<file path="config.mk">
export PLATFORM = sky130hd
export DESIGN_NAME = nand_seq_driver
export DESIGN_NICKNAME = d
export VERILOG_FILES = /design/src/rtl/nand_seq_driver.sv
export SDC_FILE = /design/constraint.sdc
export NUM_CORES = 1
export LEC_CHECK = 0
export BUFFER_PORTS_ARGS = -buffer_cell sky130_fd_sc_hd__buf_2
export CORE_MARGIN = 1.5
export CORE_UTILIZATION = 48
export DETAILED_ROUTE_END_ITERATION = 16
export PLACE_DENSITY = 0.7
export SETUP_SLACK_MARGIN = 0.3
export SYNTH_ARGS = -nofsm -noshare
export SYNTH_HDL_FRONTEND = slang
export SYNTH_SLANG_ARGS = --single-unit
</file>
<file path="constraint.sdc">
create_clock -name clk -period 3.9 [get_ports clk]
set_clock_uncertainty 0.15 [all_clocks]
set_input_delay 0.39 -clock clk [delete_from_list [all_inputs] [get_ports clk]]
set_output_delay 0.39 -clock clk [all_outputs]
set_load 0.05 [all_outputs]
</file>
<file path="src/rtl/nand_seq_driver.sv">
// Command sequencer driving nand_master through bring-up, ID, status and page-read flow.
// Build macro NSEQ_ID_CHECK_EN enables the {ID1,ID0} check against EXPECT_ID (error code 2).
module nand_seq_driver #(
  parameter int unsigned ID_BYTES       = 5,
  parameter int unsigned PAGE_BYTES     = 16,
  parameter int unsigned SETTLE_CYCLES  = 2,
  parameter int unsigned TIMEOUT_CYCLES = 65535,
  parameter int unsigned CE_W           = 8,
  parameter logic [15:0] EXPECT_ID      = 16'hE52C
) (
  input  logic            clk,
  input  logic            nreset,
  input  logic            start,
  input  logic            abort,
  input  logic [CE_W-1:0] ce_sel,
  input  logic            nm_busy,
  input  logic [7:0]      nm_data_out,
  output logic [5:0]      nm_cmd,
  output logic [7:0]      nm_data_in,
  output logic            nm_activate,
  output logic            seq_busy,
  output logic            res_valid,
  output logic [1:0]      res_tag,
  output logic [11:0]     res_index,
  output logic [7:0]      res_data,
  output logic            done,
  output logic [1:0]      error_code
);

  localparam int unsigned TW  = $clog2(TIMEOUT_CYCLES + 1);
  localparam int unsigned SW  = $clog2(SETTLE_CYCLES + 1);
  localparam int unsigned CW  = 12;
  localparam int unsigned STW = 4;

  localparam logic [STW-1:0] ID_STEP   = STW'(4);
  localparam logic [STW-1:0] LAST_STEP = STW'(9);

  typedef enum logic [2:0] {
    S_IDLE, S_ISSUE, S_SETTLE, S_WAIT, S_CAPTURE, S_NEXT, S_DONE, S_ERR
  } state_t;

  typedef struct packed {
    logic [5:0] cmd;
    logic [7:0] data;
  } cmd_t;

  // Command and data_in for each step of the flow.
  function automatic cmd_t step_cmd(input logic [STW-1:0] s, input logic [7:0] ce);
    cmd_t c;
    c.cmd  = 6'h00;
    c.data = 8'h00;
    case (s)
      STW'(0): c.cmd = 6'h01;
      STW'(1): begin c.cmd = 6'h0E; c.data = ce; end
      STW'(2): c.cmd = 6'h04;
      STW'(3): c.cmd = 6'h06;
      STW'(4): c.cmd = 6'h13;
      STW'(5): c.cmd = 6'h0D;
      STW'(6): c.cmd = 6'h12;
      STW'(7): c.cmd = 6'h09;
      STW'(8): c.cmd = 6'h12;
      STW'(9): c.cmd = 6'h15;
      default: c.cmd = 6'h00;
    endcase
    return c;
  endfunction

  // {capture, tag} for each step.
  function automatic logic [2:0] step_capture(input logic [STW-1:0] s);
    case (s)
      STW'(4): return 3'b1_00;
      STW'(5): return 3'b1_01;
      STW'(9): return 3'b1_10;
      default: return 3'b0_00;
    endcase
  endfunction

  // Final count value of each step (repeat count minus one).
  function automatic logic [CW-1:0] step_last(input logic [STW-1:0] s);
    case (s)
      STW'(4): return CW'(ID_BYTES - 1);
      STW'(9): return CW'(PAGE_BYTES - 1);
      default: return CW'(0);
    endcase
  endfunction

  state_t          state;
  logic [STW-1:0]  step;
  logic [CW-1:0]   count;
  logic [TW-1:0]   timer;
  logic [SW-1:0]   settle_cnt;

  logic [7:0]      ce_byte;
  logic            last_rep;
  logic [STW-1:0]  nxt_step;
  logic [CW-1:0]   nxt_count;
  cmd_t            issue;
  logic [2:0]      cap_info;
  logic            in_flight;
  logic            id_bad;

  assign ce_byte = 8'(ce_sel);

  // Next step/count and the command loaded on the way into ISSUE.
  always_comb begin
    last_rep  = (count == step_last(step));
    nxt_step  = last_rep ? step + STW'(1) : step;
    nxt_count = last_rep ? CW'(0) : count + CW'(1);
    issue     = step_cmd((state == S_IDLE) ? STW'(0) : nxt_step, ce_byte);
    cap_info  = step_capture(step);
    in_flight = (state == S_ISSUE) || (state == S_SETTLE) || (state == S_WAIT) ||
                (state == S_CAPTURE) || (state == S_NEXT);
  end

`ifdef NSEQ_ID_CHECK_EN
  logic [7:0] id0;
  logic [7:0] id1;

  // First two ID bytes retained for the end-of-step comparison.
  always_ff @(posedge clk or negedge nreset) begin
    if (!nreset) begin
      id0 <= 8'h00;
      id1 <= 8'h00;
    end else if (state == S_CAPTURE && step == ID_STEP) begin
      if (count == CW'(0)) id0 <= nm_data_out;
      if (count == CW'(1)) id1 <= nm_data_out;
    end
  end

  assign id_bad = (ID_BYTES < 2) ? (id0 != EXPECT_ID[7:0]) : ({id1, id0} != EXPECT_ID);
`else
  logic unused_expect_id;
  assign unused_expect_id = ^EXPECT_ID;
  assign id_bad = 1'b0;
`endif

  // Sequencer FSM with registered outputs; abort overrides every in-flight state.
  always_ff @(posedge clk or negedge nreset) begin
    if (!nreset) begin
      state       <= S_IDLE;
      step        <= STW'(0);
      count       <= CW'(0);
      timer       <= TW'(0);
      settle_cnt  <= SW'(0);
      nm_cmd      <= 6'h00;
      nm_data_in  <= 8'h00;
      nm_activate <= 1'b0;
      seq_busy    <= 1'b0;
      res_valid   <= 1'b0;
      res_tag     <= 2'd0;
      res_index   <= 12'd0;
      res_data    <= 8'h00;
      done        <= 1'b0;
      error_code  <= 2'd0;
    end else begin
      nm_activate <= 1'b0;
      res_valid   <= 1'b0;
      done        <= 1'b0;
      if (abort && in_flight) begin
        state      <= S_ERR;
        error_code <= 2'd3;
      end else begin
        case (state)
          S_IDLE: begin
            if (start) begin
              error_code  <= 2'd0;
              step        <= STW'(0);
              count       <= CW'(0);
              seq_busy    <= 1'b1;
              nm_cmd      <= issue.cmd;
              nm_data_in  <= issue.data;
              nm_activate <= 1'b1;
              timer       <= TW'(0);
              settle_cnt  <= SW'(0);
              state       <= S_ISSUE;
            end
          end
          S_ISSUE: state <= S_SETTLE;
          S_SETTLE: begin
            if (settle_cnt == SW'(SETTLE_CYCLES - 1)) state <= S_WAIT;
            else settle_cnt <= settle_cnt + SW'(1);
          end
          S_WAIT: begin
            timer <= timer + TW'(1);
            if (!nm_busy) begin
              state <= cap_info[2] ? S_CAPTURE : S_NEXT;
            end else if (timer == TW'(TIMEOUT_CYCLES - 1)) begin
              state      <= S_ERR;
              error_code <= 2'd1;
            end
          end
          S_CAPTURE: begin
            res_valid <= 1'b1;
            res_data  <= nm_data_out;
            res_tag   <= cap_info[1:0];
            res_index <= count;
            state     <= S_NEXT;
          end
          S_NEXT: begin
            if (last_rep && step == ID_STEP && id_bad) begin
              state      <= S_ERR;
              error_code <= 2'd2;
            end else if (last_rep && step == LAST_STEP) begin
              done  <= 1'b1;
              state <= S_DONE;
            end else begin
              step        <= nxt_step;
              count       <= nxt_count;
              nm_cmd      <= issue.cmd;
              nm_data_in  <= issue.data;
              nm_activate <= 1'b1;
              timer       <= TW'(0);
              settle_cnt  <= SW'(0);
              state       <= S_ISSUE;
            end
          end
          S_DONE, S_ERR: begin
            seq_busy <= 1'b0;
            state    <= S_IDLE;
          end
          default: state <= S_IDLE;
        endcase
      end
    end
  end

endmodule

</file>
### Yosys cells after proc, flatten, opt, wreduce, memory -nomap -nowiden

Cells that the tools add are included.

* bits in registers: 79
* bits in latches: 0
* bits in writable memories: 0
* memory bits (read-only): 0
* word-level logic and storage cells: 121
* memories kept: 0

* add/subtract/negate cells: 4
* multiply operators: 0
* divide/modulo/power cells: 0
* order comparisons: 0
* equal/unequal tests: 30
* shift operators: 0
* multiplexer cells: 49
* bitwise logic cells: 1
* reductions and logical operators: 22

Operators by type and width (count)
* one-hot mux 16 bit (3 select lines): 1
* one-hot mux 5 bit (9 select lines): 1
* two-way mux 12 bit: 3
* two-way mux 16 bit: 2
* == test 4 x 3 -> 1 bit (second input constant): 6
* two-way mux 8 bit: 3
* one-hot mux 12 bit (2 select lines): 1
* one-hot mux 3 bit (7 select lines): 1
* two-way mux 3 bit: 6
* adder 16 x 1 -> 16 bit (second input constant): 1
* == test 16 bit (second input constant): 1
* two-way mux 4 bit: 4
* one-hot mux 4 bit (2 select lines): 2
* one-hot mux 8 bit (2 select lines): 1
* adder 12 x 1 -> 12 bit (second input constant): 1
* == test 12 bit: 1
* == test 3 bit (second input constant): 4
* == test 4 bit (second input constant): 3
* two-way mux 2 bit: 6
* two-way mux 6 bit: 2
* one-hot mux 6 bit (2 select lines): 1
* AND reduction 4 bit: 3
* two-way mux 1 bit: 10
* one-hot mux 3 bit (3 select lines): 1
* 25 further kinds: 41

### Longest topological paths before layout

* depth after elaboration: 10
* gate-level depth with buffers: 13

### Worst setup path after synthesis

Ideal clock, no wire load.

* path kind: reg-to-reg
* start: register step[1]
* end: register nm_data_in[0]
* library setup time: 121 ps
* arrival time: 2880 ps
* required time: 3629 ps
* setup slack: 749 ps
* cell stages (with the launch flop): 14
* buffers on the path: 4
* cells stage by stage: dfrtp_1 -> clkbuf_1 -> inv_1 -> ha_1 -> and3b_1 -> buf_6 -> or3_1 -> buf_2 -> a2111oi_4 -> xor2_2 -> nor3_1 -> and3_1 -> buf_6 -> a22o_1

* word-level cells in the longest chain between the ends: 9
* elaborated cells on any way between the ends: 15
* classes of those cells: add/sub (1); eq/ne (5); mux (7); reduce/logical (2)

Ends and longest elaborated chain
* start: declaration: RTL line 88 `logic [STW-1:0] step;`
* start signal: assignment: RTL line 207 `step <= nxt_step;`
* == test 4 bit or == test 4 x 3 -> 1 bit (tied branches): RTL line 80, 203
* one-hot mux 4 bit (2 select lines): RTL line 80 `case (s)`
* == test 12 bit: RTL line 106 `last_rep = (count == step_last(step));`
* two-way mux 4 bit: RTL line 107 `nxt_step = last_rep ? step + STW'(1) : step;`
* two-way mux 4 bit: RTL line 109 `issue = step_cmd((state == S_IDLE) ? STW'(0) : nxt_step, ce_byte);`
* == test 4 x 1 -> 1 bit: RTL line 52 `case (s)`
* two-way mux 8 bit: RTL line 52
* two-way mux 8 bit, on equally long branches: RTL line 203, 165
* one-hot mux 8 bit (2 select lines): RTL line 163 `case (state)`
* end signal: assignment: RTL line 171 `nm_data_in <= issue.data;`
* end signal: assignment: RTL line 210 `nm_data_in <= issue.data;`
* end: declaration: RTL line 19 `output logic [7:0] nm_data_in,`

Parallel ways exist; a longest one is shown, timed or not. The select of a mux whose other input is x is not followed.
A chain may end at the register's enable or synchronous reset.

### Final worst setup path

* start: register step[0]
* end: register nm_data_in[4]

The elaborated chain is that of the path after synthesis.

==> metrics list <==
* Post-layout instance area: 4660 sq um
* Wire length of the first global-routing pass: 14900 microns
* Proportion of layout cells with a drive suffix above 1: 23.2%
- The floorplan step set the die width to 95.4 microns.
- Required time of the critical path: 4.04 ns
* Core area: 8260 sq um
* Core occupancy in the finished layout: 56.5%
- Dividing the detail-routed via count by the number of cells gives 5.69.
- Max-cap violations in this run came to 0.
* Leading register cell type out of synthesis: dfrtp_1
* Layout net count: 507
- After layout, the worst path uses 86.4% of the clock period.
* Final-layout setup total negative slack: 0 ns
- Of all nets on the critical path, the largest fanout is 13.
- The total overflow left after global routing is 0.
- Row cnt: 33
- Number of global-route vias before repair: 3026
* Outcome: finished, final reports clean
- For the worst-skew pair, the clock arrives at the later sink with an insertion delay of 0.35 ns.
- STA classifies the critical path endpoint as a flip-flop.
* Worst-case vdd ir drop: 0.331 mV
- Synthesis Warnings: 0
- Commonest cells post-synth: dfrtp_1, nor2_1, nand2_1
* Total Die Area: 9100 sq um
- Post-synth cell types: 57
* Leakage power of the design: 2.28 nW
- Final-report max-slew violation count: 0
- Largest buffer count on any clock path: 2
- Antenna diodes: 0
- Antenna violations before repair: 0
* CTS buffer count: 9
- First-pass detailed-route iteration total: 4
* CTS H-tree lvls: 3
- Area share of the leading cell type in the synthesized netlist: 47.6%
* Cells taking the most area after synthesis: dfrtp_1, mux2_2, nor2_1
* Total Routing Usage GR: 21.4%
* Number of DRC violations after detailed-routing iteration 0: 186
* Relative area change from synthesis to final layout: 13.8%
- The count of endpoints failing hold in the final timing report came to 0.
- For this block, the via count after detailed routing is 3342.
* Y dimension of the die: 95.4 microns
* R2r startpoint: step[0]
- Setup repair after global routing left no endpoint under its margin.
* Worst hold slack across all endpoints: 0.00634 ns
* Power, Total: 0.00350 W
- Derived from the worst setup path, the maximum achievable clock frequency is 297 MHz.
- Async SR Flop Fraction: 100%
- Sequential elements use 47.6% of the synthesized area.
* Number of remaining DRC errors: 0
* Net count after synthesis: 452
- The tree is rooted in a clkbuf_8.
- At the end of routability-driven placement, the weighted congestion stood at 0.922.
- Post-layout min period: 3.37 ns
* Total wirelength of the detailed-routed design: 8980 microns
- Effective utilization at floorplan: 49.6%
* Post-detailed-route count of antenna-violating nets: 0
- Summed over all nets, the half-perimeter wirelength after detailed placement is 6190 microns.
* Total power density per cell area: 750 nW/um^2
- Class of the most critical setup path: reg -> reg
- Synthesis produced a netlist whose cell count is 424.
* Post-synth EDFFs: 0
* Path category of the worst min-delay check: in -> async
- Total of flip-flops plus latches after synthesis: 78
- The count of buffers added on input and output ports is 61.
- The cell area that synthesis handed to floorplanning was 4100 sq um.
- Number of clock sinks: 78
- 63 I/O pins were placed.
- Clock tree from TritonCTS: done
- Mean cell area of the mapped netlist: 9.66 sq um
- Headroom to the max-slew limit: 34.5%
- Startpoint kind of the worst setup timing path: flip-flop
- Source of the critical timing path: step[0]
* Worst-margin pin slew: 0.982 ns
- Clock transition time at the flip-flop clock pins of the worst setup and hold paths: 0.08 ns
- Dividing the detail-routed wire length by the instance count gives 15.3 microns.
- dfrtp_1 takes more of the synthesized area than any other cell.
- Total setup violations reported at the end of the flow: 0
- Cell with the most instances after synthesis: dfrtp_1
- At the worst endpoint, the arrival time is 3.51 ns.
- Pin count of the biggest net entering global routing: 79
- Area of placed instances: 4480 sq um
-- final timing paths --
path,end,slack (ns),cells after the start
worst max-delay path,nm_data_in[4],0.53,9
worst min-delay path,timer[11],0.006,1
worst max register to register,nm_data_in[4],0.53,9
min in group clk,nm_data_in[0],0.10,2
max in group asynchronous,step[1],2.85,1
worst min register to register,error_code[1],0.32,2
-- power breakdown --
part / leakage, nW / internal [W] / total (W) / switching, W
Combinational: 1.16 / 0.000524 / 0.00174 / 0.00121
Clock: 0.0842 / 0.000288 / 0.000574 / 0.000287
Sequential: 1.04 / 0.00100 / 0.00119 / 0.000188
-- critical path: stages, from the launching register on --
cell,delay [ns]
dfrtp_1,0.55
inv_1,0.20
ha_1,0.26
and3b_1,0.18
or3_1,0.44
a211o_1,0.52
mux2i_1,0.20
nor3_1,0.25
and3_1,0.36
a22o_1,0.18
-- per-stage QoR --
step	setup WS, ns	std cells
after floorplan	0.749	424
after global placement	0.627	573
after detailed placement	0.512	573
after CTS	0.497	587
after global routing	0.311	587
final	0.530	587
-- layer usage --
| layer | up-vias | wire, microns | global-route usage [%] |
|---|---|---|---|
| met5 | - | 0 | 0 |
| met4 | 0 | 136 | 7.84 |
| met3 | 13 | 459 | 4.39 |
| met2 | 102 | 3980 | 31.1 |
| met1 | 1600 | 4400 | 31.3 |
| li1 | 1627 | - | - |
-- timing repair --
action                     in CTS  in global routing
hold buffers                    0                  0
buffers inserted                0                  0
gates resized for setup         0                  2
setup endpoints to repair       0                 10
-- state kept, by name (all words and copies together), names as in the netlist --
name	cells
timer	16
count	12
res_index	12
nm_data_in	8
res_data	8
nm_cmd	5
step	4
state	3
error_code	2
res_tag	2
settle_cnt	2
done	1
nm_activate	1
res_valid	1
seq_busy	1
-- cells in the final DEF, fill, tap and decap left out, types with 2 or more instances in the layout --
master and n:
a22o_1 8, and3b_1 2, nor2_1 48, nand3_1 14, a211oi_2 2, a21oi_1 9
a21o_1 3, nand3b_1 2, ha_1 7, nor3_1 12, nor2b_1 4, o21ai_0 35
buf_2 60, nand2b_1 4, mux2i_1 6, o21a_1 3, dfrtp_1 77, inv_1 9
mux2_2 21, a31oi_1 4, nand2_1 45, nor4_1 2, o21ai_1 2, a211oi_1 4
xor2_1 12, buf_4 8, nand4_1 10, a22oi_1 2, o31ai_1 4, xnor2_1 5
o22ai_1 2, and4_1 3, clkinvlp_4 2, or3_1 2, clkbuf_8 9, and3_1 14
-- logic make-up after synthesis --
group / after synthesis / synth area share (%)
AO/OA/AOI/OAI: 93 / 15.6
XOR/XNOR: 18 / 4.03
adder cells (fa/ha/maj): 7 / 2.14
buffers and inverters: 34 / 3.76
flip-flops: 78 / 47.6
multiplexers: 28 / 7.51
other: 1 / 0.0915
AND/OR/NAND/NOR: 165 / 19.2
-- layout make-up --
class                           count  area (sq um)
Timing Repair Buffer               68           360
Clock inverter                      4          50.0
Tap cell                          105           131
Fill cell                         766          3600
Clock buffer                       10           128
Multi-Input combinational cell    312          2000
Sequential cell                    78          1950
Inverter                           10          37.5
Note: power is estimated with default switching activity, not from simulation.
